**src/rtl/dev_bridge_n_pkg.sv**
```systemverilog
// dev_bridge_n_pkg: controller word offsets and shared limits for the device bridge
package dev_bridge_n_pkg;
   localparam logic [1:0] PEND = 2'd0;
   localparam logic [1:0] MASK = 2'd1;
   localparam logic [1:0] RAW = 2'd2;
   localparam logic [1:0] ERR = 2'd3;
   localparam logic [29:0] BASE_W_DEF = 30'h1FC0;
   localparam int NDEV_MAX = 6;
endpackage

```
**src/rtl/dev_bridge_n_irq_ctrl.sv**
```systemverilog
// irq_ctrl_n: per-channel edge/level interrupt capture with pending, mask and registered hw_int
module irq_ctrl_n #(
   parameter int NDEV = 3,
   parameter logic [5:0] IRQ_EDGE = 6'b000100
) (
   input  logic            clk,
   input  logic            reset,
   input  logic [NDEV-1:0] dev_irq,
   input  logic            wr_pend,
   input  logic            wr_mask,
   input  logic [NDEV-1:0] wd,
   output logic [NDEV-1:0] pending,
   output logic [NDEV-1:0] mask,
   output logic [5:0]      hw_int
);
   logic [NDEV-1:0] irq_d, irq_q, pend_d, pend_q, mask_d, mask_q;
   logic [5:0] hw_int_d, hw_int_q;
   always_comb begin
      irq_d = dev_irq;
      mask_d = wr_mask ? wd : mask_q;
      pend_d = '0;
      // edge channels: a fresh rising edge beats a simultaneous write-1-clear
      for (int i = 0; i < NDEV; i++)
         pend_d[i] = IRQ_EDGE[i] ? ((pend_q[i] && !(wr_pend && wd[i])) || (dev_irq[i] && !irq_q[i])) : dev_irq[i];
      hw_int_d = 6'(pend_q & mask_q);
   end
   always_ff @(posedge clk) begin
      irq_q <= reset ? '0 : irq_d;
      pend_q <= reset ? '0 : pend_d;
      mask_q <= reset ? '0 : mask_d;
      hw_int_q <= reset ? '0 : hw_int_d;
   end
   assign pending = pend_q;
   assign mask = mask_q;
   assign hw_int = hw_int_q;
endmodule

```
**src/rtl/dev_bridge_n.sv**
```systemverilog
// dev_bridge_n: CPU-to-device bridge with interrupt controller; DEVBRIDGE_ERRCNT_EN adds a miss-write counter at controller word 3
module dev_bridge_n
   import dev_bridge_n_pkg::*;
#(
   parameter int NDEV = 3,
   parameter logic [29:0] BASE_W = BASE_W_DEF,
   parameter int SLOT_AW = 2,
   parameter logic [5:0] IRQ_EDGE = 6'b000100
) (
   input  logic               clk,
   input  logic               reset,
   input  logic [29:0]        pr_addr,
   input  logic [31:0]        pr_wd,
   input  logic               we_cpu,
   input  logic [NDEV*32-1:0] dev_rd,
   input  logic [NDEV-1:0]    dev_irq,
   output logic [SLOT_AW-1:0] dev_addr,
   output logic [31:0]        dev_wd,
   output logic [NDEV-1:0]    dev_we,
   output logic               hit_dev,
   output logic [31:0]        pr_rd,
   output logic [5:0]         hw_int
);
   localparam logic [29:0] WIN = 30'((NDEV + 1) << SLOT_AW);
   if (NDEV < 1 || NDEV > NDEV_MAX) begin : g_bad_ndev
      $error("dev_bridge_n: NDEV must be in 1..6");
   end
   logic [29:0] off;
   logic [2:0] slot;
   logic ctrl_sel, ctrl_we;
   logic [31:0] ctrl_rd, dev_sel, err_rd, pr_rd_d, pr_rd_q;
   logic [NDEV-1:0] pending, mask;
   always_comb begin
      off = pr_addr - BASE_W;
      hit_dev = (pr_addr >= BASE_W) && (off < WIN);
      slot = 3'(off >> SLOT_AW);
      dev_addr = pr_addr[SLOT_AW-1:0];
      dev_wd = pr_wd;
      ctrl_sel = hit_dev && (slot == 3'(NDEV));
      ctrl_we = we_cpu && ctrl_sel && !reset;
      dev_we = '0;
      dev_sel = '0;
      for (int i = 0; i < NDEV; i++) begin
         dev_we[i] = we_cpu && hit_dev && !reset && (slot == 3'(i));
         dev_sel = (slot == 3'(i)) ? dev_rd[32*i +: 32] : dev_sel;
      end
      ctrl_rd = (dev_addr == SLOT_AW'(PEND)) ? 32'(pending) :
                (dev_addr == SLOT_AW'(MASK)) ? 32'(mask) :
                (dev_addr == SLOT_AW'(RAW))  ? 32'(dev_irq) :
                (dev_addr == SLOT_AW'(ERR))  ? err_rd : 32'b0;
      pr_rd_d = !hit_dev ? 32'b0 : ctrl_sel ? ctrl_rd : dev_sel;
   end
   always_ff @(posedge clk) begin
      pr_rd_q <= reset ? '0 : pr_rd_d;
   end
   assign pr_rd = pr_rd_q;
`ifdef DEVBRIDGE_ERRCNT_EN
   logic [7:0] err_d, err_q;
   always_comb begin
      err_d = (ctrl_we && dev_addr == SLOT_AW'(ERR)) ? 8'd0 :
              (we_cpu && !hit_dev && err_q != 8'hFF) ? err_q + 8'd1 : err_q;
   end
   always_ff @(posedge clk) begin
      err_q <= reset ? 8'd0 : err_d;
   end
   assign err_rd = {24'b0, err_q};
`else
   assign err_rd = 32'b0;
`endif
   irq_ctrl_n #(.NDEV(NDEV), .IRQ_EDGE(IRQ_EDGE)) u_irq (
      .clk     (clk),
      .reset   (reset),
      .dev_irq (dev_irq),
      .wr_pend (ctrl_we && dev_addr == SLOT_AW'(PEND)),
      .wr_mask (ctrl_we && dev_addr == SLOT_AW'(MASK)),
      .wd      (pr_wd[NDEV-1:0]),
      .pending (pending),
      .mask    (mask),
      .hw_int  (hw_int)
   );
endmodule
```
**config.mk**
```make
export PLATFORM = sky130hd
export DESIGN_NAME = dev_bridge_n
export DESIGN_NICKNAME = d
export VERILOG_FILES = /design/src/rtl/dev_bridge_n_pkg.sv /design/src/rtl/dev_bridge_n_irq_ctrl.sv /design/src/rtl/dev_bridge_n.sv
export SDC_FILE = /design/constraint.sdc
export NUM_CORES = 1
export LEC_CHECK = 0
export ABC_CLOCK_PERIOD_IN_PS = 1740
export CAP_MARGIN = 15
export CORE_MARGIN = 3
export CORE_UTILIZATION = 27
export DETAILED_ROUTE_END_ITERATION = 6
export PLACE_DENSITY_LB_ADDON = 0.05
export SETUP_SLACK_MARGIN = 0.5
export SYNTH_ARGS = -nofsm -noshare
export SYNTH_HDL_FRONTEND = slang
export SYNTH_SLANG_ARGS = --single-unit
```
**constraint.sdc**
```tcl
create_clock -name clk -period 1.74 [get_ports clk]
set_clock_uncertainty 0.2 [all_clocks]
set_input_delay 0.174 -clock clk [delete_from_list [all_inputs] [get_ports clk]]
set_output_delay 0.174 -clock clk [all_outputs]
set_load 0.005 [all_outputs]
```
# == Word-level counts from Yosys, hierarchy flattened ==
# Index checks and enable logic that the tools add are counted.
# classes
eq_ne,5
multipliers,0
n_mux,7
addsub,1
reduce_logical,21
order_cmp,2
bitwise_logic,2
div_mod_pow,0
shift,0
# ops
op,n
32-bit two-way mux,4
30-bit by 13-bit greater-or-equal comparator with 1-bit output (second input constant),1
30-bit by 5-bit < comparator with 1-bit output (second input constant),1
30-bit by 13-bit subtractor with 30-bit output (second input constant),1
1-bit logical AND,14
3-bit two-way mux,3
3-bit by 2-bit equality test with 1-bit output (second input constant),2
3-bit AND,1
3-bit by 1-bit equality test with 1-bit output (second input constant),1
1-bit logical NOT,3
3-bit logical NOT,1
2-bit by 1-bit equality test with 1-bit output (second input constant),1
2-bit equality test (second input constant),1
2-bit logical NOT,1
2-bit OR reduction,1
1-bit logical OR,1
1-bit NOT,1
# totals
inputBits,164
ramBits,0
out_inout_bits,76
romBits,0
latch_bits,0
register_bits,47
elab_cells,43
mem_count,0

# == Longest topological paths before layout ==
# logic_depth
depth_word,11
ltp_mapped,6
mapped_depth_nobuf,4

# == Modules after synthesis ==
# From an unflattened synthesis, not the netlist that was laid out.
# hier_totals
hier_cells,281
hier_area_um2,2318.5
# modules_own_cells
module,seq_area_each_um2,area_per_inst_um2,cells_per_inst,n_inst
dev_bridge_n,640.6,1959.4,247,1
irq_ctrl_n,200.2,359.1,34,1

# == Worst setup path before layout ==
# OpenSTA, ideal clock, no wires.
# synth_timing
path_kind,in2out
start,in pr_addr[19]
end,out dev_we[0]
cell_stages,6
arrival_ns,1.420
path_slack_ns,-0.054
required_time_ns,1.366
n_path_buf,2
cell_sequence,nor4_1 > nand4_1 > or3_1 > buf_6 > buf_6 > nor4_4
# synth_between
elab_chain_cells,6
elab_cells_between_ends,7
cone_classes,add/sub: 1; order compare: 2; reduce/logical: 4
# synth_lines
item,line_no,text
from (decl),dev_bridge_n.sv:12,"input logic [29:0] pr_addr,"
30-bit by 13-bit subtractor with 30-bit output,dev_bridge_n.sv:34,off = pr_addr - BASE_W;
30-bit by 5-bit < comparator with 1-bit output,dev_bridge_n.sv:35,hit_dev = (pr_addr >= BASE_W) && (off < WIN);
1-bit logical AND (*),dev_bridge_n.sv:35,
1-bit logical AND (*) (3 in a row),dev_bridge_n.sv:44,dev_we[i] = we_cpu && hit_dev && !reset && (slot == 3'(i));
to (decl),dev_bridge_n.sv:19,"output logic [NDEV-1:0] dev_we,"
# Mark *: on every way between the ends. The rest lies on a longest branch, timed or not.

# == Worst setup path in the final report ==
# layout_timing
start,in pr_addr[5]
end,out dev_we[1]
# Same word-level chain as after synthesis.

==> results_dict.tcl <==
set metrics [dict create \
    status "finished with violations" \
    violations "setup timing" \
    synth_seq_area_share_pct 35.6 \
    yosysWarnings 0 \
    io_pins 240 \
    first_pass_iters 4 \
    cap_violations 0 \
    synthXorXnorAreaFrac_pct 0 \
    wl_per_cell_um 15.7 \
    clkPwrFrac_pct 29.5 \
    muxShareOfSynthArea_pct 16.4 \
    p_int_uw 1620 \
    dp_cells 516 \
    avgViaCountPerCell 4.55 \
    cp_top_family "simple AND/OR/NAND/NOR gates" \
    layout.nets 605 \
    synth_flop_cell "dfxtp_1" \
    clock.fmax_mhz 481 \
    path_class "input pin to output port" \
    clk_path_buf_depth 2 \
    cts_buffers 5 \
    drive_above_1_share_pct 24.0 \
    crit_arrival_ns 1.71 \
    grt_pass1_wl_um 13100 \
    grt_max_degree 33 \
    pwr-share-seq_pct 44.7 \
    synth_compound_area_share_pct 10.8 \
    ys_top_cells_by_area "dfxtp_1, mux2i_1, buf_4, nor2_1, a21oi_1" \
    postSynthAreaPerCell_um2 8.66 \
    synth_top_family_by_area "simple AND/OR/NAND/NOR gates" \
    switching_share_pct 25.2 \
    clk_pin_slew_ns 0.07 \
    cts.sinks 42 \
    cp_cell_sequence "clkdlybuf4s15_1, nor3_2, o2111ai_2, or3_4, buf_6, nor4b_4, buf_2" \
    start_util_pct 28.4 \
    route.vias.total 2488 \
    synth_top_area_share_pct 35.6 \
    min_period_ns 2.08 \
    hold_violations 0 \
    async_reset_ff_share_pct 0 \
    crit_buf_inv 3 \
    routed_wl_um 8560 \
    drc_errors 0 \
    synth-simple-area-share_pct 20.6 \
    dp_hpwl_um 6460 \
    first_iter_violations 51 \
    diodes 0 \
    worstSkewPairLatency_ns 0.28 \
    worstSetupEndpointType "output port" \
    cpMaxStageDelayCell "or3_4" \
    port_buffers 178 \
    setup_viol_count_final 7 \
    synth.largest_area_cell "dfxtp_1" \
    tritoncts "done" \
    synth.ff_latch_count 42 \
    row_count 33 \
    final_max_slew_viol_count 0 \
    fin_ws_ns -0.341 \
    synth_most_common_cell "nor2_1" \
    finalCritPeriodShare_pct 120 \
    slowest_delay_ns 0.43 \
    whs_ns 0.110 \
    path_depth 7 \
    hold_path.class "input pin to flip-flop" \
    power_uw 2170 \
    die_w_um 99.6 \
    p_leak_uw 0.00180 \
    yosys-top-cells-count "nor2_1, dfxtp_1, buf_4" \
    die_y_um 99.6 \
    grt_pass1_vias 2584 \
    gp_congestion 0.786 \
    area_growth_syn_to_layout_pct 78.6 \
    vdd_drop_max_mv 0.271 \
    stdcell_count 547 \
    reg2reg_depth 4 \
    htreeDepth 2 \
    synth_fa_ha_area_share_pct 0 \
    grt_use_total_pct 16.4 \
    synthCells 273 \
    fillers 809 \
    crit_fanout 3 \
    critPathRequiredTime_ns 1.37 \
    dpl_cell_area_um2 4010 \
    rsz0062_at_grt "true" \
    synth.distinct_cells 34 \
    cts-root-buf "clkbuf_8" \
    min_path_cells 3 \
    antenna_found_initial 0 \
    netlist_area_um2 2360 \
    synth_edf_count 0 \
    p_switching_uw 546 \
    die_area_um2 9920 \
    cellPowerDensity_nw_per_um2 513 \
    fin_area_um2 4220 \
    ant_nets 0 \
    start_kind "input pin" \
    grt-ovfl-total 0 \
    fp.coreArea_um2 8340 \
    pwr-share-comb_pct 25.8 \
]
-- routing by layer --
| layer | share of wire, % | track usage, % | up-vias | wire length (um) |
|---|---|---|---|---|
| met2 | 49 | 29.1 | 122 | 4240 |
| met1 | 38 | 18.2 | 1108 | 3260 |
| met3 | 9.6 | 5.68 | 28 | 822 |
| li1 | - | - | 1230 | - |
| met4 | 2.8 | 6.09 | 0 | 239 |
| met5 | 0 | 0 | - | 0 |
-- worst reg2reg max path, delay by kind of cell (launching register included) --
| kind | cells | cell delay (ns) |
|---|---|---|
| AO/OA/AOI/OAI | 1 | 0.09 |
| multiplexers | 2 | 0.59 |
| flip-flops | 1 | 0.33 |
| AND/OR/NAND/NOR | 1 | 0.14 |
-- sequential cells by signal, indices dropped and copies added, names as in the netlist --
signal	cells
pr_rd	32
u_irq.mask	3
u_irq.pending	1
u_irq.hw_int	3
u_irq.irq_q	3
-- power by group through the flow --
stage | Clock (uW) | Combinational (uW) | Sequential (uW)
CTS | 673 | 559 | 969
floorplan | 0 | 250 | 990
global route | 714 | 608 | 969
finish | 639 | 560 | 968
global placement | 0 | 540 | 991
detailed placement | 0 | 544 | 991
-- kinds of logic after synthesis --
| group | after synthesis |
|---|---|
| and+or+nand+nor | 95 |
| buffers and inverters | 57 |
| AOI/OAI and AO/OA | 43 |
| DFF | 42 |
| muxes | 35 |
| other | 1 |
-- layout by cell type, fill, tap and decap left out, types with 4 or more instances in the layout --
master,instances
clkdlybuf4s15_1,26
clkbuf_2,18
buf_6,9
clkbuf_8,5
dfxtp_1,37
buf_4,32
clkdlybuf4s50_1,103
dlygate4sd2_1,10
nor4_4,4
mux2i_1,32
buf_2,11
nor2_1,61
nand4_1,4
nor2b_1,7
a21oi_1,33
dfxtp_2,5
-- metrics by stage --
stage	utilization, %	worst slack [ns]	TNS (ns)
after detailed placement	48.1	-1.01	-22.01
after floorplan	-	-0.0464	-0.0708
final	50.6	-0.341	-1.95
after global routing	50.6	-0.398	-2.60
after CTS	51.2	-0.274	-0.863
after global placement	48.1	-0.972	-20.89
-- area by class of cell --
class | count | area [um2] | area share (%)
Inverter | 3 | 11.3 | 0.267
Multi-Input combinational cell | 176 | 1220 | 29.0
Sequential cell | 42 | 847 | 20.1
Tap cell | 105 | 131 | 3.11
Clock inverter | 3 | 21.3 | 0.504
Timing Repair Buffer | 213 | 1920 | 45.4
Clock buffer | 5 | 68.8 | 1.63
-- repair_timing --
item | 4_1_cts | 5_1_grt
resized for setup | 187 | 30
gates cloned | 0 | 0
endpoints found under the setup margin | 80 | 61
pin swaps | 14 | 6
setup buffers | 21 | 2
hold buffers | 0 | 0
-- final timing paths --
check	slack (ns)	endpoint	startpoint
worst min-delay path	0.11	u_irq.mask[0]	pr_wd[0]
worst max-delay path	-0.34	dev_we[1]	pr_addr[5]
worst min register to register	0.23	u_irq.hw_int[1]	u_irq.irq_q[1]
worst max register to register	0.27	pr_rd[2]	u_irq.mask[2]
Power figures use the tool's default switching activity.
